==> config.mk <==
export PLATFORM = sky130hd
export DESIGN_NAME = id_stage_param
export DESIGN_NICKNAME = d
export VERILOG_FILES = /design/src/rtl/id_stage_param.sv
export SDC_FILE = /design/constraint.sdc
export NUM_CORES = 2
export LEC_CHECK = 0
export CAP_MARGIN = 10
export CORE_ASPECT_RATIO = 1.4
export CORE_MARGIN = 1
export CORE_UTILIZATION = 50
export CTS_BUF_LIST = sky130_fd_sc_hd__clkbuf_4 sky130_fd_sc_hd__clkbuf_8 sky130_fd_sc_hd__clkbuf_16
export CTS_CLUSTER_DIAMETER = 150
export DETAILED_ROUTE_END_ITERATION = 16
export PLACE_DENSITY = 0.68
export SLEW_MARGIN = 20
export SYNTH_ARGS = -nofsm -noshare
export SYNTH_HDL_FRONTEND = slang
export SYNTH_SLANG_ARGS = --single-unit
==> constraint.sdc <==
create_clock -name Clock -period 5.84 [get_ports Clock]
set_input_delay 1.752 -clock Clock [delete_from_list [all_inputs] [get_ports Clock]]
set_output_delay 1.752 -clock Clock [all_outputs]
set_load 0.005 [all_outputs]
==> src/rtl/id_stage_param.sv <==
// Parametrised registered decode stage: register file with write-through bypass, load-use stall FSM, ID/EX register.
// Optional ID_STATS_EN macro adds a saturating stall-cycle counter on Stall_Cycles.
module id_stage_param #(
  parameter int DATA_W          = 32,
  parameter int NUM_REGS        = 32,
  parameter int ADDR_W          = 5,
  parameter int CTRL_W          = 16,
  parameter int MEMREAD_BIT     = 3,
  parameter int LOAD_USE_STALLS = 1
) (
  input  logic              Clock,
  input  logic              Reset,
  input  logic              IF_Valid,
  input  logic [31:0]       Instruction,
  input  logic [CTRL_W-1:0] Ctrl_In,
  input  logic              SignExt,
  input  logic              Flush,
  input  logic              WB_RegWrite,
  input  logic [ADDR_W-1:0] WB_WriteAddress,
  input  logic [DATA_W-1:0] WB_WriteData,
  output logic              PC_WriteEnable,
  output logic              IFID_WriteEnable,
  output logic              EX_Valid,
  output logic [CTRL_W-1:0] EX_Ctrl,
  output logic [DATA_W-1:0] EX_RD1,
  output logic [DATA_W-1:0] EX_RD2,
  output logic [DATA_W-1:0] EX_Imm,
  output logic [ADDR_W-1:0] EX_Rs,
  output logic [ADDR_W-1:0] EX_Rt,
  output logic [ADDR_W-1:0] EX_Rd,
  output logic [31:0]       Stall_Cycles
);

  typedef enum logic {ST_RUN, ST_STALL} state_t;

  logic [DATA_W-1:0] r_regs [NUM_REGS];
  state_t            r_state;
  logic [1:0]        r_cnt;
  logic              r_ex_valid;
  logic [CTRL_W-1:0] r_ex_ctrl;
  logic [DATA_W-1:0] r_ex_rd1, r_ex_rd2, r_ex_imm;
  logic [ADDR_W-1:0] r_ex_rs, r_ex_rt, r_ex_rd;

  logic [ADDR_W-1:0] w_rs, w_rt, w_rd;
  logic [DATA_W-1:0] w_rd1, w_rd2, w_imm;
  logic              w_hz, w_issue_en;
  logic              w_unused;

  assign w_rs     = Instruction[21 +: ADDR_W];
  assign w_rt     = Instruction[16 +: ADDR_W];
  assign w_rd     = Instruction[11 +: ADDR_W];
  assign w_unused = ^Instruction;
  assign w_imm    = SignExt ? DATA_W'($signed(Instruction[15:0])) : DATA_W'(Instruction[15:0]);

  // NOTE: the register file is reset like any other state so a post-reset read is deterministic.
  always_ff @(posedge Clock or negedge Reset) begin
    if (!Reset) begin
      for (int i = 0; i < NUM_REGS; i++) r_regs[i] <= '0;
    end else if (WB_RegWrite && WB_WriteAddress != '0 && int'(WB_WriteAddress) < NUM_REGS) begin
      r_regs[WB_WriteAddress] <= WB_WriteData;
    end
  end

  // NOTE: outputs get a default first so no path through the block infers a latch.
  always_comb begin
    w_rd1 = '0;
    w_rd2 = '0;
    if (w_rs != '0) begin
      if (WB_RegWrite && WB_WriteAddress == w_rs) w_rd1 = WB_WriteData;
      else if (int'(w_rs) < NUM_REGS)             w_rd1 = r_regs[w_rs];
    end
    if (w_rt != '0) begin
      if (WB_RegWrite && WB_WriteAddress == w_rt) w_rd2 = WB_WriteData;
      else if (int'(w_rt) < NUM_REGS)             w_rd2 = r_regs[w_rt];
    end
  end

  assign w_hz = r_ex_valid && r_ex_ctrl[MEMREAD_BIT] && (r_ex_rt != '0) && IF_Valid &&
                ((r_ex_rt == w_rs) || (r_ex_rt == w_rt));

  // Flush must open the front end even mid-stall so fetch can redirect.
  assign w_issue_en       = Flush || (r_state == ST_RUN && !w_hz);
  assign PC_WriteEnable   = w_issue_en;
  assign IFID_WriteEnable = w_issue_en;

  // NOTE: sequential state uses non-blocking assignments; the bubble is the default load.
  always_ff @(posedge Clock or negedge Reset) begin
    if (!Reset) begin
      r_state    <= ST_RUN;
      r_cnt      <= '0;
      r_ex_valid <= 1'b0;
      r_ex_ctrl  <= '0;
      r_ex_rd1   <= '0;
      r_ex_rd2   <= '0;
      r_ex_imm   <= '0;
      r_ex_rs    <= '0;
      r_ex_rt    <= '0;
      r_ex_rd    <= '0;
    end else begin
      r_ex_valid <= 1'b0;
      r_ex_ctrl  <= '0;
      r_ex_rd1   <= '0;
      r_ex_rd2   <= '0;
      r_ex_imm   <= '0;
      r_ex_rs    <= '0;
      r_ex_rt    <= '0;
      r_ex_rd    <= '0;
      if (Flush) begin
        r_state <= ST_RUN;
        r_cnt   <= '0;
      end else if (r_state == ST_STALL) begin
        // Leave on the cycle the counter reaches zero, giving exactly LOAD_USE_STALLS bubbles.
        if (r_cnt <= 2'd1) begin
          r_state <= ST_RUN;
          r_cnt   <= '0;
        end else begin
          r_cnt <= r_cnt - 2'd1;
        end
      end else if (w_hz) begin
        r_cnt   <= 2'(LOAD_USE_STALLS - 1);
        r_state <= (LOAD_USE_STALLS > 1) ? ST_STALL : ST_RUN;
      end else begin
        r_ex_valid <= IF_Valid;
        r_ex_ctrl  <= Ctrl_In;
        r_ex_rd1   <= w_rd1;
        r_ex_rd2   <= w_rd2;
        r_ex_imm   <= w_imm;
        r_ex_rs    <= w_rs;
        r_ex_rt    <= w_rt;
        r_ex_rd    <= w_rd;
      end
    end
  end

  assign EX_Valid = r_ex_valid;
  assign EX_Ctrl  = r_ex_ctrl;
  assign EX_RD1   = r_ex_rd1;
  assign EX_RD2   = r_ex_rd2;
  assign EX_Imm   = r_ex_imm;
  assign EX_Rs    = r_ex_rs;
  assign EX_Rt    = r_ex_rt;
  assign EX_Rd    = r_ex_rd;

`ifdef ID_STATS_EN
  logic [31:0] r_stall_cycles;

  always_ff @(posedge Clock or negedge Reset) begin
    if (!Reset) begin
      r_stall_cycles <= '0;
    end else if (!w_issue_en && r_stall_cycles != '1) begin
      r_stall_cycles <= r_stall_cycles + 32'd1;
    end
  end

  assign Stall_Cycles = r_stall_cycles;
`else
  assign Stall_Cycles = '0;
`endif

endmodule

# Word level (Yosys, flattened, before mapping)
# Cells that the tools add are included.
# op_classes
addsub	1
magnitude_cmp	5
eq_ne	4
muxes	45
bitwise_logic	4
reduce_logical	17
# ops
operator	count
1024-bit bitwise mux	1
32-bit two-way mux	19
32-bit binary-select mux with 5-bit select	2
32-bit demux with 5-bit select	1
16-bit two-way mux	3
5-bit two-way mux	9
5-bit equality test	4
5-bit nonzero test	4
6-bit greater-or-equal comparator, second input constant	3
5-bit inverter with 6-bit output	3
1-bit logical AND	9
2-bit two-way mux	4
6-bit by 1-bit < comparator with 1-bit output, second input constant	1
1-bit two-way mux	6
3-bit nonzero test	1
2-bit by 1-bit <= comparator with 1-bit output, second input constant	1
1-bit logical OR	2
2-bit by 1-bit subtractor with 2-bit output, second input constant	1
1-bit zero test	1
1-bit inverter	1
# totals
ff_bits	1155
input_bits	91
wordCells	118

# Longest topological paths before layout
# logic_depth
depth_word	9
depth_mapped	10
mapped_depth_nobuf	5

# Worst setup path before layout
# OpenSTA, ideal clock, no wires.
# synth_path
kind	input-to-output
start	input port Instruction[16]
end	output port PC_WriteEnable
arrival_time_ns	3.230
t_required_ns	4.088
setup_slack_ns	0.858
path_stages	9
n_path_buf	4
path_cell_list	buf_6 > buf_6 > xor2_1 > nor3_2 > a22oi_4 > clkbuf_1 > nor2_1 > o21bai_1 > buf_4
# synth_between
elab_chain_len	6
# synth_lines
element	line	text
from (decl)	14	input logic [31:0] Instruction,
5-bit equality test	79	((r_ex_rt == w_rs) || (r_ex_rt == w_rt));
1-bit logical OR	79	
1-bit logical AND	78	assign w_hz = r_ex_valid && r_ex_ctrl[MEMREAD_BIT] && (r_ex_rt != '0) && IF_Valid &&
1-bit zero test	82	assign w_issue_en = Flush || (r_state == ST_RUN && !w_hz);
1-bit logical AND	82	
1-bit logical OR	82	
to (decl)	21	output logic PC_WriteEnable,
# Every way passes these cells.

# Final worst setup path
# layout_path
start	input port Instruction[19]
end	output port PC_WriteEnable
# Same word-level chain as after synthesis.

==> impl_results.md <==
- Status: finished, final reports clean
- Hold Crit Class: flop to flop
- First-pass iteration count of the detailed router: 5
- Synth area leader: dfrtp_1
- Max Buffers Root-to-Sink: 3
- Number of synthesized flops with an enable pin: 0
- Worst Path Required: 4.09 ns
- Root buffer selected by CTS: clkbuf_16
- Via count: 38,945
- CP Buf/Inv Count: 2
- Crit path DAT: 3.49 ns
- Syn_area_per_cell: 14.4 um2
- Layout net count: 4,166
- Vias in the first global route: 40,068
- P_leak: 28.3 nW
- Largest net degree at the start of global routing: 114
- R2r worst-path depth: 8
- Dpl cell area: 61,600 um2
- Setup WS post-layout: 0.600 ns
- Gate Count Post-Synth: 4,058
- Htree depth: 3
- Largest family of logic cells by synthesized area: multiplexers
- Ordered cell list for the critical path: clkdlybuf4s50_1 -> xor2_1 -> nor2_1 -> a22oi_4 -> nor2_1 -> o21bai_1 -> clkdlybuf4s50_1
- # resized after CTS: 0
- Origin of the critical flop-to-flop path: EX_Rt[0]
- Routability cong.: 0.837
- Crit path max fanout: 2
- Most area-consuming cells after synthesis: dfrtp_1, mux4_2, mux2_2
- Cells after DPL: 5,460
- Clk_lat worst skew: 0.74 ns
- Via/cell ratio: 6.87
- Finished Layout Cells: 5,672
- Routed WL per cell: 34.1 um
- Crit Path Category: input port to output pin
- Total gr overflow: 0
- IO Count: 253
- Initial DRC Count: 4,147
- First-pass GRT wire length: 281,000 um
- Hold Fails Final Rpt: 0
- Yosys warnings: 0
- VDD IR max: 264 uV
- Adder-cell area share of the yosys netlist: 0%
- Clock-pin slew on the worst setup and hold paths: 0.06 ns
- DRT antenna net count: 0
- Pre-CTS setup slack: 0.604 ns
- Area Growth Syn to Fin: 12.2%
- Period utilisation layout: 89.7%
- Fmax: 191 MHz
- Top-area cell type share of the netlist area: 48.6%
- Hpwl dp: 115,000 um
- Chip Height: 407 um
- Slowest stage delay, CP: 0.54 ns
- Setup Skew: 0.0267 ns
- Minimum clock period: 5.24 ns
- Total GRT Usage: 33.0%
- Worst-Margin Slew: 1.16 ns
- Max-cap viol count: 0
- Worst path top cell family by delay: buffers and inverters
- IO buf count: 214
- Slowest library cell on the worst path: clkdlybuf4s50_1
- Simple-gate share of the synthesized area: 3.82%
- RSZ-0062 raised after global routing: false
- Hold Path Cell Cnt: 0
- Post-Synth XOR/XNOR Area: 0.300%
- Most used DFF post-synth: dfrtp_1
- HP Start: r_regs[1000]
- CTS buffer count: 113
- Pwr/cell area: 341 nW/um2
- Die area: 118,000 um2
- Post-Route WL: 193,000 um
- Die width: 291 um
- Post-CTS Setup Repair Bufs: 0
- Register-to-register setup slack: 2.63 ns
- Startpoint type of the worst setup path: input port
- Initial Util: 50.3%
- Post-synthesis cell area: 58,400 um2
- Relative slew slack: 22.7%
- Clock tree sinks: 1,135
- CTS tree: yes
- CORE AREA: 116,000 um2
- Top-count cell post-synth: dfrtp_1
- Layout fillers: 9,188
- Number of synthesized register bits: 1,135
- DRC Markers: 0
- Post-synthesis compound-gate area fraction: 5.75%
- Initial antenna violation count: 18
- Multiplexer share of the synthesized area: 36.7%
- Worst setup startpoint: Instruction[19]
- Sequential area share after synthesis: 48.6%
- Fraction of layout cells with a size suffix above 1: 43.9%
- Netlist cell types: 62
- Critical path endpoint category: output pin
- Post-route cell area: 65,600 um2
- Asr flop ratio synth: 100%
- Hold_buf cts: 0
- Stages on the worst setup path: 7
- Setup TNS: 0 ns
- Max-slew violation count: 0
- # rows: 148
- Hold Path Sink: r_regs[1000]
- Top cells by count, synth: dfrtp_1, mux2_2, mux4_2, clkbuf_1, nand2_1
- Setup violations, final: 0
- R2R Path End: EX_RD2[12]
metal layers:
metal,part of all wire (%),vias up,GRT usage (%)
met5,0.060,-,0
met4,6.6,18,19.8
met3,8.9,587,6.93
met2,47,2199,51.9
met1,38,20755,42.5
li1,-,15386,-
sequential cells by signal, summed over array words and instances, names as in the netlist, 2 cells and up:
signal and count:
EX_Ctrl 16, EX_Rt 5, EX_Rd 4, EX_RD1 32, r_cnt 2, r_regs 1024
EX_Rs 5, EX_Imm 13, EX_RD2 32
area by class of cell:
class | instances | area, um2 | area share [%]
Timing Repair Buffer | 371 | 3650 | 5.56
Clock buffer | 162 | 3360 | 5.12
Antenna cell | 3 | 7.51 | 0.0115
Tap cell | 1500 | 1880 | 2.86
Sequential cell | 1135 | 28400 | 43.3
Inverter | 13 | 48.8 | 0.0744
Clock inverter | 47 | 619 | 0.945
Multi-Input combinational cell | 2441 | 27600 | 42.1
per-stage QoR:
| stage | util [%] | power (mW) | hold slack, ns |
|---|---|---|---|
| 2_1_floorplan | - | 13.2 | 0.441 |
| 3_3_place_gp | 53.1 | 14.4 | 0.377 |
| 3_5_place_dp | 53.1 | 14.6 | 0.383 |
| 4_1_cts | 56.5 | 22.4 | 0.396 |
| 5_1_grt | 56.5 | 23.1 | 0.410 |
| 6_report | 56.5 | 22.4 | 0.392 |
layout by cell type, fill, tap and decap left out, types with 24 or more instances in the layout:
cell / netlist / final
buf_12: 5 / 31
nor3_2: 23 / 24
nand2_1: 219 / 204
clkbuf_4: 2 / 25
mux2_2: 895 / 895
dfrtp_1: 1135 / 1135
conb_1: 1 / 32
o221ai_1: 31 / 31
o21ai_0: 125 / 125
clkdlybuf4s50_1: 0 / 191
nor2_1: 53 / 36
buf_4: 98 / 127
a22oi_1: 33 / 33
clkbuf_16: 0 / 114
mux4_2: 455 / 455
and2_1: 41 / 41
a21oi_1: 43 / 43
mux2i_1: 85 / 85
o22ai_1: 150 / 150
cells by family after synthesis:
kind of cell / Yosys count
compound gates: 497
buf+inv: 513
flops: 1135
mux: 1446
other cells: 1
xor+xnor: 20
simple gates: 446
worst max path at each step:
stage | endpoint | slack [ns]
global route | PC_WriteEnable | 0.48
detailed placement | PC_WriteEnable | 0.60
floorplan | PC_WriteEnable | 0.86
finish | PC_WriteEnable | 0.60
CTS | PC_WriteEnable | 0.58
global placement | PC_WriteEnable | 0.60
report_power, final:
part,internal [mW],switching [mW],total [mW]
sequential,9.27,1.04,10.3
clock,4.57,3.27,7.84
combinational,2.50,1.71,4.21
Note: power is estimated with default switching activity, not from simulation.
